[config.mk]
export PLATFORM = sky130hd
export DESIGN_NAME = reg_file_rename
export DESIGN_NICKNAME = d
export VERILOG_FILES = /design/src/rtl/reg_file_rename_pkg.sv /design/src/rtl/reg_file_rename_read_port.sv /design/src/rtl/reg_file_rename.sv
export SDC_FILE = /design/constraint.sdc
export NUM_CORES = 2
export LEC_CHECK = 0
export BUFFER_PORTS_ARGS = -buffer_cell sky130_fd_sc_hd__buf_2
export CAP_MARGIN = 0
export CORE_MARGIN = 2
export CORE_UTILIZATION = 55
export CTS_CLUSTER_DIAMETER = 200
export DETAILED_ROUTE_END_ITERATION = 6
export PLACE_DENSITY_LB_ADDON = 0.1
export SLEW_MARGIN = 20
export SYNTH_ARGS = -nofsm -noshare
export SYNTH_HDL_FRONTEND = slang
export SYNTH_SLANG_ARGS = --single-unit
[constraint.sdc]
create_clock -name clk -period 4.04 [get_ports clk]
set_input_delay 0.404 -clock clk [delete_from_list [all_inputs] [get_ports clk]]
set_output_delay 0.404 -clock clk [all_outputs]
set_load 0.1 [all_outputs]
[src/rtl/reg_file_rename_pkg.sv]
// rtl/reg_file_rename_pkg.sv - shared constants for the renaming register file
//
// Purpose: sizes and named constants used by reg_file_rename and rf_read_port.
//   NREG     architectural registers (x0 hard-wired to zero)
//   XLEN     data width
//   ROB_ID_W ROB id width; id 0 means "not renamed"
package reg_file_rename_pkg;

    localparam int NREG     = 32;
    localparam int XLEN     = 32;
    localparam int ROB_ID_W = 4;
    localparam int REG_W    = 5;

    localparam logic [REG_W-1:0]    REG_ZERO     = '0;
    localparam logic [ROB_ID_W-1:0] RENAMED_ZERO = '0;
    localparam logic                TRUE         = 1'b1;
    localparam logic                FALSE        = 1'b0;

endpackage

[src/rtl/reg_file_rename_read_port.sv]
// rtl/reg_file_rename_read_port.sv - one combinational source-operand query with commit forwarding
//
// Purpose: resolves one source register to either a committed value or the
// ROB id that will produce it.
// Ports:
//   idx          in   queried register index
//   tag          in   current rename tag of that register
//   val_in       in   current committed value of that register
//   commit_*     in   commit presented this cycle (forwarded when it retires the tag)
//   busy         out  1 = value pending on alias_id
//   alias_id     out  producing ROB id, 0 when not busy
//   val_out      out  committed or forwarded value, 0 for x0
module rf_read_port
    import reg_file_rename_pkg::*;
(
    input  logic [REG_W-1:0]    idx,
    input  logic [ROB_ID_W-1:0] tag,
    input  logic [XLEN-1:0]     val_in,
    input  logic                commit_ena,
    input  logic [REG_W-1:0]    commit_rd,
    input  logic [XLEN-1:0]     commit_val,
    input  logic [ROB_ID_W-1:0] commit_alias,
    output logic                busy,
    output logic [ROB_ID_W-1:0] alias_id,
    output logic [XLEN-1:0]     val_out
);

    // The commit retires exactly the producer this register is waiting on,
    // so the consumer can take the value now instead of waiting a cycle.
    logic fwd;
    assign fwd = commit_ena && (commit_rd == idx) &&
                 (tag != RENAMED_ZERO) && (tag == commit_alias);

    always_comb begin
        busy     = FALSE;
        alias_id = RENAMED_ZERO;
        val_out  = '0;
        if (idx == REG_ZERO) begin
            busy     = FALSE;
        end else if (fwd) begin
            val_out  = commit_val;
        end else begin
            busy     = (tag != RENAMED_ZERO);
            alias_id = tag;
            val_out  = val_in;
        end
    end

endmodule

[src/rtl/reg_file_rename.sv]
// rtl/reg_file_rename.sv - architectural register file with per-register rename tags
//
// Purpose: holds committed values and rename tags; answers two source queries
// combinationally; applies ROB commits, dispatcher renames and rollback flushes.
// Ports:
//   clk, rst              clock, synchronous active-high reset
//   rdy                   global enable, low holds all state
//   rollback              clears every rename tag
//   rename_ena/rd/id      map rd to a new ROB id
//   rs1_idx, rs2_idx      source queries
//   rsN_busy/alias/val    query results
//   commit_ena/rd/val/alias  ROB commit write
module reg_file_rename
    import reg_file_rename_pkg::*;
(
    input  logic                clk,
    input  logic                rst,
    input  logic                rdy,
    input  logic                rollback,
    input  logic                rename_ena,
    input  logic [REG_W-1:0]    rename_rd,
    input  logic [ROB_ID_W-1:0] rename_id,
    input  logic [REG_W-1:0]    rs1_idx,
    input  logic [REG_W-1:0]    rs2_idx,
    output logic                rs1_busy,
    output logic [ROB_ID_W-1:0] rs1_alias,
    output logic [XLEN-1:0]     rs1_val,
    output logic                rs2_busy,
    output logic [ROB_ID_W-1:0] rs2_alias,
    output logic [XLEN-1:0]     rs2_val,
    input  logic                commit_ena,
    input  logic [REG_W-1:0]    commit_rd,
    input  logic [XLEN-1:0]     commit_val,
    input  logic [ROB_ID_W-1:0] commit_alias
);

    logic [XLEN-1:0]     val_q [NREG];
    logic [ROB_ID_W-1:0] tag_q [NREG];

    // Later assignments override earlier ones: a commit clears a matching tag,
    // then a rollback clears all tags, otherwise a rename installs the new id.
    // x0 is never written so it stays zero from reset.
    always_ff @(posedge clk) begin
        if (rst) begin
            for (int i = 0; i < NREG; i++) begin
                val_q[i] <= '0;
                tag_q[i] <= RENAMED_ZERO;
            end
        end else if (rdy) begin
            if (commit_ena && commit_rd != REG_ZERO) begin
                val_q[commit_rd] <= commit_val;
                if (tag_q[commit_rd] == commit_alias)
                    tag_q[commit_rd] <= RENAMED_ZERO;
            end
            if (rollback) begin
                for (int i = 0; i < NREG; i++)
                    tag_q[i] <= RENAMED_ZERO;
            end else if (rename_ena && rename_rd != REG_ZERO) begin
                tag_q[rename_rd] <= rename_id;
            end
        end
    end

    rf_read_port u_rs1 (
        .idx          (rs1_idx),
        .tag          (tag_q[rs1_idx]),
        .val_in       (val_q[rs1_idx]),
        .commit_ena   (commit_ena),
        .commit_rd    (commit_rd),
        .commit_val   (commit_val),
        .commit_alias (commit_alias),
        .busy         (rs1_busy),
        .alias_id     (rs1_alias),
        .val_out      (rs1_val)
    );

    rf_read_port u_rs2 (
        .idx          (rs2_idx),
        .tag          (tag_q[rs2_idx]),
        .val_in       (val_q[rs2_idx]),
        .commit_ena   (commit_ena),
        .commit_rd    (commit_rd),
        .commit_val   (commit_val),
        .commit_alias (commit_alias),
        .busy         (rs2_busy),
        .alias_id     (rs2_alias),
        .val_out      (rs2_val)
    );

endmodule

Word level (Yosys, flattened, before mapping)
Memories as Yosys holds them, arrays and structs flattened.
Cells that the tools add are included.

cells by class
  bitwise logic cells = 125
  reductions and logical operators = 17
  mux-type cells = 73
  equal/unequal tests = 36

operators by type and width
  cell                  count
  $mux W32              5
  $eq A5 B5 Y1 const B  31
  $mux W4               38
  $and A1 B1 Y1         62
  $or A1 B1 Y1          32
  $reduce_or A32 Y1     1
  $not A1 Y1            31
  $mux W1               27
  $mux W5               3
  $eq A4 B4 Y1          3
  $eq A5 B5 Y1          2
  $logic_not A5 Y1      2
  $reduce_bool A5 Y1    2
  $logic_and A1 B1 Y1   8
  $reduce_bool A4 Y1    2
  $reduce_or A4 Y1      2

storage, ports and cells
  flip-flop bits (word level) = 0
  RAM bits = 1152
  output and inout bits = 74
  memories kept = 2
  logic and storage cells = 253
  input bits = 66

memories
  memory  words  width  read ports  clocked after Yosys merged registers in  write ports  RTL line               source
  val_q   32     32     2           0                                        32           reg_file_rename.sv:37  logic [XLEN-1:0] val_q [NREG];
  tag_q   32     4      3           0                                        32           reg_file_rename.sv:38  logic [ROB_ID_W-1:0] tag_q [NREG];

Logic depth before layout (Yosys ltp)
An unclocked memory read counts as a cell.

  word-level depth = 40
  gate-level depth with buffers = 12
  mapped depth without buffers = 7

By module
A second synthesis with hierarchy kept.

second synthesis, totals
  cells, all modules = 4030
  area, all modules = 64134.0 µm²

by module, submodules not included
  module           times used  area each (µm²)  cells each  sequential area each (µm²)
  reg_file_rename  1           62429.9          3768        34593.2
  rf_read_port     2           852.1            131         0.0

Least setup slack after synthesis
OpenSTA, ideal clock, no wires.

  path kind = input to output
  from = in rs1_idx[0]
  to = out rs1_busy
  stages on the path = 9
  slack = -1.383 ns
  path buffers = 2
  data required time = 3.636 ns
  arrival time = 5.019 ns
  path through = clkbuf_1 mux4_2 mux4_2 mux2i_1 nor2_1 o21ba_2 clkbuf_1 nor2_1 a211oi_1

on the way
  word-level cells in the longest chain between the ends = 6
  elaborated cells on any way between the ends = 10
  those cells by class = 2 x eq/ne; 2 x mux; 5 x reduce/logical; 1 x memory

ends and longest elaborated chain
  item                                                              RTL line                                                                                           source
  from (decl)                                                       reg_file_rename.sv:23                                                                              input logic [REG_W-1:0] rs1_idx,
  $mem_v2 Z32 W4 / $eq A5 B5 Y1 (equally long branches)             n/a
  $reduce_bool A4 Y1 / $logic_and A1 B1 Y1 (equally long branches)  reg_file_rename_read_port.sv:32, reg_file_rename_read_port.sv:43, reg_file_rename_read_port.sv:31
  $logic_and A1 B1 Y1                                               reg_file_rename_read_port.sv:31                                                                    assign fwd = commit_ena && (commit_rd == idx) &&
  $logic_and A1 B1 Y1                                               reg_file_rename_read_port.sv:32                                                                    (tag != RENAMED_ZERO) && (tag == commit_alias);
  $mux W1                                                           reg_file_rename_read_port.sv:40                                                                    end else if (fwd) begin
  $mux W1 (*)                                                       reg_file_rename_read_port.sv:38                                                                    if (idx == REG_ZERO) begin
  to (decl)                                                         reg_file_rename.sv:25                                                                              output logic rs1_busy,

Mark *: on every way between the ends. The rest lies on a longest branch, timed or not.

==> results by group <==
Status
  – Status: finished with violations
  – Failing checks: negative setup slack

Placed design
  – Setup WS pre-CTS: -442 ps
  – Final GP Congestion: 0.914
  – PortBufs: 139
  – HPWL after DPL: 128 mm

Synthesis
  – Synth warn: 0
  – Mux share of post-synthesis cell area: 28.1%
  – Fraction of registers with async set or reset after synthesis: 0%
  – Synth top cells by count: edfxtp_1, and2_1, mux4_2
  – Leading register cell type out of synthesis: edfxtp_1
  – Share of the synthesized area in the top cell type: 54.6%
  – Area leader, netlist: edfxtp_1
  – Synth area leaders: edfxtp_1, mux4_2, and2_1
  – Largest family of logic cells by synthesized area: multiplexers
  – Yosys reg bits: 1152
  – Count leader, synth: edfxtp_1
  – Synth unique cells: 41
  – Post-synthesis compound-gate area fraction: 2.03%
  – Syn_area_per_cell: 16.1 um2
  – Synth Area in XOR/XNOR: 0.235%
  – Synth Area in Adders: 0%
  – Simple logic cell fraction of the synthesized area: 12.4%
  – Synth Cell Area: 0.0634 mm2
  – Register area share after synthesis: 54.6%
  – Cells after Synth: 3934
  – Post-synth EDFFs: 1152

Floorplan
  – Starting Density: 55.4%
  – Die H: 344 um
  – Core area: 0.114 mm2
  – Row count: 124
  – Die width: 344 um
  – Die ar.: 0.118 mm2
  – I/O pin total: 140

Timing
  – RSZ-0062 raised after global routing: true
  – Skew final: 14.1 ps
  – Max-slew violation count: 0
  – Slack of the critical path: -574 ps
  – Final setup TNS: -34040 ps
  – Actual slew at the worst max-slew pin: 1120 ps
  – Post-layout min period: 4610 ps
  – WHS: 274 ps
  – Slew Limit Headroom: 25.6%
  – Crit share post-route: 114%
  – Fmax: 217 MHz
  – Final-report hold violation count: 0
  – Setup-failing EPs final: 74

Clock tree
  – Clock transition at the registers of the reported paths: 60 ps
  – Max Buffers Root-to-Sink: 3
  – H-tree depth: 3
  – CTS tree: done
  – Clk_lat worst skew: 740 ps
  – # hold bufs at CTS: 0
  – Clock sinks: 1152
  – Num CTS Buffers: 119
  – Clock root buffer: clkbuf_16

Power
  – Combinational power share: 19.1%
  – Max IR drop VDD: 0.000367 V
  – Leakage power figure: 25.2 nW
  – Pwr Density: 424 mW/mm2
  – Power Internal: 0.0226 W
  – Sw Ratio: 27.5%
  – Net switching power: 0.00857 W
  – Overall Power: 0.0311 W
  – Clock power share: 35.3%
  – Seq pwr share: 45.6%

Min path
  – Hold WC Path Type: input pin to flip-flop

Drt
  – Met1 Routed Length: 75.7 mm
  – Detailed-routed wire length on met3: 27.2 mm
  – Pre-Repair DR Iteration Count: 6
  – Drt drc: 0
  – Final WL: 218 mm
  – Met2 routed WL: 103 mm
  – Post-route ant nets: 0
  – Initial DRC count: 6122
  – Vias per cell: 7.17
  – Top sig layer: met5
  – WL per Instance: 38.4 um
  – Vias: 40600

Global routing
  – First-pass GRT wire length: 306 mm
  – Overall Global Routing Usage: 37.5%
  – Antenna violations before repair: 17
  – GR Overflow Total: 0
  – Vias in the first global route: 41600
  – Pin count of the biggest net entering global routing: 132

Worst setup path
  – CP endpoint kind: primary output
  – Arrival time worst endpoint: 4210 ps
  – WP data required: 3640 ps
  – WS Path Type: flip-flop to primary output
  – Crit-path max FO: 5
  – Worst Setup Start Kind: flip-flop

Final layout
  – Area growth syn-to-layout: 15.9%
  – Area of the multi-input gates: 0.0286 mm2
  – Util after Layout: 64.2%
  – Fillcell total: 7955
  – Layout Nets: 4112
  – Reg area: 0.0346 mm2
  – Share of cells above drive strength 1: 36.9%

Run
  – Maxcap violations: 0
## cell type report
class	count	area share (%)
Multi-Input combinational cell	2374	38.9
Timing Repair Buffer	394	6.16
Clock buffer	147	4.23
Sequential cell	1152	47.1
Tap cell	1512	2.58
Clock inverter	80	0.997
Antenna cell	4	0.0136
Inverter	5	0.0256
## power by group through the flow
stage               clock, W  sequential, W  combinational, W
floorplan                  0         0.0142           0.00356
global placement           0         0.0143           0.00562
detailed placement         0         0.0144           0.00566
CTS                   0.0111         0.0142           0.00589
global route          0.0115         0.0142           0.00608
finish                0.0110         0.0142           0.00594
## repair_timing
action                                  in CTS  in global routing
resized for setup                          156                 14
endpoints found under the setup margin      74                 74
pin swaps                                    8                  5
gates cloned                                 0                  2
setup buffers                               20                  2
## metal layers
layer | track usage, % | vias to the layer above
met2 | 58.5 | 3106
met4 | 18.0 | 2
met5 | 0 | -
li1 | - | 15700
met1 | 50.5 | 21300
met3 | 8.62 | 588
## cells by family (layout without fill, tap and decap cells)
| group | Yosys count | in the layout |
|---|---|---|
| and+or+nand+nor | 1298 | 1298 |
| DFF | 1152 | 1152 |
| muxes | 835 | 835 |
| buffers and inverters | 443 | 626 |
| AOI/OAI and AO/OA | 188 | 188 |
| xor gates and xnor gates | 17 | 17 |
| other | 1 | 40 |
## critical path: stages (launching register included)
cell	delay, ps
edfxtp_1	470
mux4_2	510
mux4_2	540
mux2i_4	190
xnor2_1	90
or4_4	530
or2_4	390
buf_12	220
buf_6	130
a21oi_4	150
buf_12	190
## registers in the layout (all words and copies together) (netlist names)
signal / cells
tag_q: 128
val_q: 1024
## path summary, 6_finish.rpt
| kind | cells after the start | startpoint | slack (ps) | to |
|---|---|---|---|---|
| worst min register to register | 8 | tag_q[7][3] | 1910 | tag_q[15][1] |
| worst max register to register | 7 | tag_q[31][2] | 950 | tag_q[20][1] |
| worst max-delay path | 10 | tag_q[31][0] | -570 | rs2_val[8] |
| worst min-delay path | 2 | commit_val[21] | 270 | val_q[19][21] |
## through the flow
step                area, um2  std cells
finish                  73500       5668
global route            73400       5665
CTS                     73300       5662
detailed placement      68500       5416
global placement        68500       5416
floorplan               63900       3969
## cells in the final DEF, fill, tap and decap left out, drive strengths merged, types with 9 or more instances in the layout
master,instances
and2,1118
a31o,13
a311o,16
mux4,754
mux2i,81
clkinv,60
nor4,9
nor3,20
nand2,23
conb,36
bufinv,12
edfxtp,1152
o21ai,13
a21oi,67
or2,38
o31ai,64
buf,392
clkbuf,149
nor2,61
xnor2,9
(Power assumes the default switching activity.)
